`src/rtl/maxpool2x2_stream.sv`:
```
// Streaming 2x2, stride-2 signed max pool over a row-major frame.
// Accepts one sample per cycle; the pooled result sits in a single registered valid/ready stage.
module maxpool2x2_stream #(
  parameter int DATA_WIDTH = 32,
  parameter int IMG_WIDTH  = 26,
  parameter int IMG_HEIGHT = 26
) (
  input  logic                         clk_i,
  input  logic                         rst_ni,
  input  logic                         clear_i,
  input  logic signed [DATA_WIDTH-1:0] in_data_i,
  input  logic                         in_valid_i,
  output logic                         in_ready_o,
  output logic signed [DATA_WIDTH-1:0] out_data_o,
  output logic                         out_valid_o,
  input  logic                         out_ready_i,
  output logic                         out_last_o,
  output logic                         frame_done_o
);

  localparam int COL_W = $clog2(IMG_WIDTH);
  localparam int ROW_W = $clog2(IMG_HEIGHT);
  localparam int BUF_N = IMG_WIDTH / 2;
  localparam int BUF_W = (BUF_N > 1) ? $clog2(BUF_N) : 1;

  if ((IMG_WIDTH < 2) || (IMG_HEIGHT < 2) || (IMG_WIDTH % 2 != 0) || (IMG_HEIGHT % 2 != 0))
  begin : g_bad_geometry
    $error("maxpool2x2_stream: IMG_WIDTH and IMG_HEIGHT must be even and at least 2");
  end

  function automatic logic signed [DATA_WIDTH-1:0] smax(
    input logic signed [DATA_WIDTH-1:0] a,
    input logic signed [DATA_WIDTH-1:0] b
  );
    return (a > b) ? a : b;
  endfunction

  logic [COL_W-1:0]              col;
  logic [ROW_W-1:0]              row;
  logic signed [DATA_WIDTH-1:0]  hold;
  logic signed [DATA_WIDTH-1:0]  rowbuf [BUF_N];
  logic [BUF_W-1:0]              buf_idx;
  logic                          in_xfer;
  logic                          out_xfer;
  logic                          col_last;
  logic                          row_last;
  logic                          produce;
  logic signed [DATA_WIDTH-1:0]  pair_max;
  logic signed [DATA_WIDTH-1:0]  quad_max;

  assign in_ready_o = !out_valid_o || out_ready_i;
  assign in_xfer    = in_valid_i && in_ready_o;
  assign out_xfer   = out_valid_o && out_ready_i;
  assign col_last   = (col == COL_W'(IMG_WIDTH - 1));
  assign row_last   = (row == ROW_W'(IMG_HEIGHT - 1));
  assign buf_idx    = BUF_W'(col >> 1);
  assign produce    = in_xfer && row[0] && col[0];
  assign pair_max   = smax(hold, in_data_i);
  assign quad_max   = smax(pair_max, rowbuf[buf_idx]);

  // Input stage -> output register: counters, horizontal hold, pooled result
  always_ff @(posedge clk_i or negedge rst_ni) begin
    if (!rst_ni) begin
      col          <= '0;
      row          <= '0;
      hold         <= '0;
      out_data_o   <= '0;
      out_valid_o  <= 1'b0;
      out_last_o   <= 1'b0;
      frame_done_o <= 1'b0;
    end else if (clear_i) begin
      col          <= '0;
      row          <= '0;
      out_valid_o  <= 1'b0;
      out_last_o   <= 1'b0;
      frame_done_o <= 1'b0;
    end else begin
      frame_done_o <= in_xfer && col_last && row_last;
      if (in_xfer) begin
        if (!col[0]) hold <= in_data_i;
        if (col_last) begin
          col <= '0;
          row <= row_last ? '0 : row + ROW_W'(1);
        end else begin
          col <= col + COL_W'(1);
        end
      end
      // A fresh result takes priority over draining, so valid stays high
      if (produce) begin
        out_data_o  <= quad_max;
        out_valid_o <= 1'b1;
        out_last_o  <= col_last && row_last;
      end else if (out_xfer) begin
        out_valid_o <= 1'b0;
        out_last_o  <= 1'b0;
      end
    end
  end

  // Even rows park their horizontal pair maxima for the following odd row
  always_ff @(posedge clk_i) begin
    if (in_xfer && !clear_i && !row[0] && col[0]) rowbuf[buf_idx] <= pair_max;
  end

endmodule
```
`config.mk`:
```
export PLATFORM = sky130hd
export DESIGN_NAME = maxpool2x2_stream
export DESIGN_NICKNAME = d
export VERILOG_FILES = /design/src/rtl/maxpool2x2_stream.sv
export SDC_FILE = /design/constraint.sdc
export NUM_CORES = 1
export LEC_CHECK = 0
export CAP_MARGIN = 20
export CORE_MARGIN = 2
export CORE_UTILIZATION = 57
export CTS_BUF_LIST = sky130_fd_sc_hd__clkbuf_2 sky130_fd_sc_hd__clkbuf_4 sky130_fd_sc_hd__clkbuf_8
export CTS_CLUSTER_DIAMETER = 200
export DETAILED_ROUTE_END_ITERATION = 16
export GPL_ROUTABILITY_DRIVEN = 0
export PLACE_DENSITY = 0.78
export SLEW_MARGIN = 20
export SYNTH_ARGS = -nofsm -noshare
export SYNTH_HDL_FRONTEND = slang
export SYNTH_SLANG_ARGS = --single-unit
```
`constraint.sdc`:
```
create_clock -name clk_i -period 5.18 [get_ports clk_i]
set_clock_uncertainty 0.2 [all_clocks]
set_input_delay 0.777 -clock clk_i [delete_from_list [all_inputs] [get_ports clk_i]]
set_output_delay 0.777 -clock clk_i [all_outputs]
set_load 0.05 [all_outputs]
```
### Word-level counts from Yosys, hierarchy flattened

Memory sizes are Yosys's and may differ from the RTL's.
Index checks and enable logic that the tools add are counted.
Widths: inputs -> output; s select.

| word-level totals | value |
|---|---|
| bits in registers | 77 |
| bits in writable memories | 416 |
| input bits | 37 |
| output and inout bits | 36 |
| logic and storage cells | 53 |
| memories kept | 1 |

| cells by class | value |
|---|---|
| add/sub/neg operators | 2 |
| $lt $le $gt $ge | 2 |
| equality and inequality tests | 2 |
| mux-type cells | 17 |
| bitwise operators | 2 |
| reductions and logical operators | 20 |

Memory list:

| memory | depth | width | read ports | clocked after memory_dff | wr ports | line | text |
|---|---|---|---|---|---|---|---|
| rowbuf | 13 | 32 | 1 | 0 | 1 | 41 | `logic signed [DATA_WIDTH-1:0] rowbuf [BUF_N];` |

Operator list:

| cell | number |
|---|---|
| $gt 32x32->1 | 2 |
| $mux 32 | 2 |
| $mux 5 | 7 |
| $add 5x1->5 const B | 2 |
| $eq 5x5->1 const B | 2 |
| $logic_and 1x1->1 | 10 |
| $mux 1 | 8 |
| $reduce_and 2->1 | 2 |
| $reduce_bool 2->1 | 2 |
| $logic_not 1->1 | 3 |
| $reduce_and 3->1 | 1 |
| $reduce_bool 3->1 | 1 |
| $not 1->1 | 2 |
| $logic_or 1x1->1 | 1 |

### Depth between registers and ports, before layout

| logic depth | value |
|---|---|
| word-level depth | 8 |
| mapped depth | 21 |

### Least setup slack after synthesis

No wires, ideal clock.

| timing path | value |
|---|---|
| kind | in2reg |
| from | in out_ready_i |
| to | mem rowbuf[5][0], enable pin |
| setup time | 0.501 ns |
| data arrival time | 4.897 ns |
| path slack | -0.419 ns |
| cell stages on the path | 5 |
| cells stage by stage | nand2b_1 > nand2_1 > nor2_1 > nand3b_1 > nor4_1 |

| on the way | value |
|---|---|
| cells in the longest elaborated chain, start to end | 7 |

Ends and longest elaborated chain:

| element | line | text |
|---|---|---|
| start: declaration | 16 | `input logic out_ready_i,` |
| $logic_or 1x1->1 | 51 | `assign in_ready_o = !out_valid_o \|\| out_ready_i;` |
| $logic_and 1x1->1 | 52 | `assign in_xfer = in_valid_i && in_ready_o;` |
| $logic_and 1x1->1 (3 in series) | 102 | `if (in_xfer && !clear_i && !row[0] && col[0]) rowbuf[buf_idx] <= pair_max;` |
| $mux 1 | 102 |  |
| $mux 1 (implied by the code) | 102 |  |
| end: declaration | 41 |  |

Every way passes these cells.

### Worst setup path after layout

| timing path | value |
|---|---|
| from | in in_data_i[18] |
| to | reg out_data_o[10] |

| on the way | value |
|---|---|
| cells in the longest elaborated chain, start to end | 4 |

Ends and longest elaborated chain:

| element | line | text |
|---|---|---|
| start: declaration | 11 | `input logic signed [DATA_WIDTH-1:0] in_data_i,` |
| $gt 32x32->1 | 35 | `return (a > b) ? a : b;` |
| $mux 32 | 35 |  |
| via pair_max[4] | 48 | `logic signed [DATA_WIDTH-1:0] pair_max;` |
| $gt 32x32->1 | 35 |  |
| $mux 32 | 35 |  |
| end signal: assignment | 90 | `out_data_o <= quad_max;` |
| end: declaration | 14 | `output logic signed [DATA_WIDTH-1:0] out_data_o,` |

The timed path passes the listed nets, and every way through them passes these cells.
A chain may end at the register's enable or synchronous reset.

==> reports/metrics.yaml <==
outcome:
  status: "finished, violations left"
  violations: "hold timing, setup timing"
sta:
  post-route-period-util: 1.03
  fin_ws_ns: -0.166
  rsz0062_at_grt: "true"
  fmax_mhz: 187
  worst_pin_slew_ns: 0.935
  max_slew_margin: 0.375
  hold_ws_ns: -0.00357
  maxSlewViolCount: 0
  setup_viol: 32
  hold_viol: 10
  fin_crit_ns: 5.35
clocking:
  clk_latency_ns: 0.63
  cts_sinks: 493
  cts_tree: "yes"
  cts_buffer_depth: 3
  cts_max_level: 3
  ctsRootBufferMaster: "clkbuf_8"
  cts_made_buffers: 80
  cts_hold_repair.buffers: 0
  cts.clk_slew.worst_paths_ns: 0.06
final_layout:
  drive_gt1_frac: 0.391
  area_delta_synth_final_pct: 24.2
  nets: 1559
  num_antenna_cells: 0
  layout_commonest_cell: "edfxtp_1"
  final_cell_mix: "416 x edfxtp_1, 176 x buf_4, 126 x mux4_2"
  final_cells: 1988
synthesis:
  synth_cells: 1156
  synth_cell_types: 53
  synth_ff_type: "edfxtp_1"
  ys_ff_latch: 493
  synth_edf_count: 416
  async_reset_ff_frac: 0.156
  synth_nets: 1261
  synth_area_per_cell_um2: 18.0
  yosysWarnings: 0
  syn_area_um2: 20900
  synth-seq-area-share: 0.691
floorplan:
  fp.dieArea_um2: 38100
  core-area_um2: 36300
  row_count: 70
  start_util: 0.574
  die_h_um: 195
  ios: 73
  die-width_um: 195
pwr:
  power_density_nw_per_um2: 380
  power.leakage_nw: 9.51
  power_mw: 9.83
  vdd_ir_drop_max_uv: 206
critical_path:
  crit_path_start_kind: "primary input"
  cp.required_ns: 5.48
  cp.arrival_ns: 5.65
  crit_slowest_cell: "or4_4"
  critical_path.cell_chain: "dlygate4sd2_1 > inv_1 > ha_1 > and2_1 > a221o_1 > a221oi_2 > and2b_2 > nor2_4 > a311oi_4 > buf_12 > buf_16 > mux2i_4 > inv_1 > ha_1 > nand2_1 > or4_4 > a21o_1 > a31o_1 > a21oi_2 > nor2_4 > buf_8 > a22oi_2 > o21ai_1"
  cp-end-kind: "register"
  crit_type: "in2reg"
  cp_max_fo: 8
  slowest_delay_ns: 0.57
job:
  drv_cap: 0
grt:
  grt_overflow: 0
  grt_pass1_vias: 12600
  antenna_found_initial: 0
  grt_pass1_wl_um: 76300
  grt_max_degree: 78
  grtUsageTotal: 0.273
routing:
  wl_um: 52200
  drcViolationCount: 0
  wire_per_inst_um: 26.2
  routed-via-count: 12400
  vias_per_cell: 6.21
  drtIter0Drc: 1325
  dr.pass1.iters: 5
  ant_nets: 0
placed_design:
  numPlacedInstances: 1804
  post-dp-hpwl_um: 30600
  port_buffers: 72
  preCtsSetupSlack_ns: -1.09
hold_path:
  hp-class: "in2async"
## logic make-up (layout without fill, tap and decap cells)
kind of cell / after synthesis / count (layout) / synth area share
AOI/OAI and AO/OA: 133 / 133 / 0.0410
xor gates and xnor gates: 2 / 2 / 0.000840
adders and majority gates: 68 / 68 / 0.0408
buffers and inverters: 153 / 517 / 0.0287
DFF: 493 / 493 / 0.691
muxes: 193 / 193 / 0.170
and+or+nand+nor: 114 / 114 / 0.0271
## where the power goes
group	internal (mW)	switching, mW	leakage, nW	total (mW)
clock	1.83	1.48	0.855	3.31
sequential	4.63	0.0649	4.74	4.70
combinational	0.859	0.965	3.92	1.82
## stage by stage
| step | instance area [µm²] | TNS [ns] | hold slack (ns) | utilization |
|---|---|---|---|---|
| after floorplan | 20900 | -0.0217 | 0.261 | - |
| after global placement | 23500 | -29.90 | 0.289 | 0.646 |
| after detailed placement | 23500 | -33.70 | 0.291 | 0.646 |
| after CTS | 25600 | 0 | 0.152 | 0.703 |
| after global routing | 25900 | -7.23 | 0.0562 | 0.712 |
| final | 25900 | -3.08 | -0.00357 | 0.712 |
## metal layers
| metal | track usage | vias up | share of wire |
|---|---|---|---|
| li1 | - | 5203 | - |
| met1 | 0.380 | 6321 | 0.40 |
| met2 | 0.421 | 689 | 0.47 |
| met3 | 0.0641 | 138 | 0.090 |
| met4 | 0.118 | 0 | 0.040 |
| met5 | 0 | - | 0 |
## cells in the mapped netlist (all sizes together), types with 3 or more instances
library cell,instances,area share
a21oi,31,0.0074
o21ai,44,0.011
clkbuf,33,0.0059
nor2b,4,0.0012
buf,19,0.0046
nand2b,7,0.0021
nand3,14,0.0034
edfxtp,416,0.60
dfrtp,77,0.092
a22oi,30,0.011
mux2,33,0.018
ha,68,0.041
a211oi,3,0.0011
nor3,10,0.0024
mux2i,34,0.016
a21o,4,0.0014
inv,101,0.018
nand2,26,0.0047
nand4,11,0.0033
nor4,3,0.00090
mux4,126,0.14
nor2,27,0.0049
## layout make-up
| type | instances | area (µm²) |
|---|---|---|
| multi-input combinational | 510 | 6460 |
| inverter | 101 | 382 |
| clock inverter | 25 | 116 |
| sequential | 493 | 14400 |
| tap | 468 | 586 |
| timing repair buffer | 268 | 2440 |
| fill | 2097 | 10500 |
| clock buffer | 123 | 1490 |
## state kept, by name, indices dropped and copies added (netlist names)
register      flops
rowbuf          416
hold             32
out_data_o       32
col               5
row               5
frame_done_o      1
out_last_o        1
out_valid_o       1
## worst paths after layout
kind	start	to	slack, ns	depth (start not counted)
worst max-delay path	in_data_i[18]	out_data_o[10]	-0.17	23
worst min-delay path	rst_ni	col[1]	-0.004	1
worst max register to register	hold[19]	out_data_o[10]	-0.15	21
worst min register to register	row[4]	row[4]	0.30	1
max in group asynchronous	rst_ni	col[2]	4.23	1
min in group clk_i	row[4]	row[4]	0.30	1
## critical path, delay by kind of cell
kind	cells	cell delay, ns
AOI/OAI and AO/OA	8	1.78
adders and majority gates	2	0.62
buffers and inverters	6	0.97
muxes	1	0.31
and+or+nand+nor	6	1.19
## repair_timing
item	4_1_cts	5_1_grt
cloned	2	0
pin swaps	22	23
endpoints found under the setup margin	32	45
setup buffers	25	11
resized for setup	65	62
Note: power is estimated with default switching activity, not from simulation.
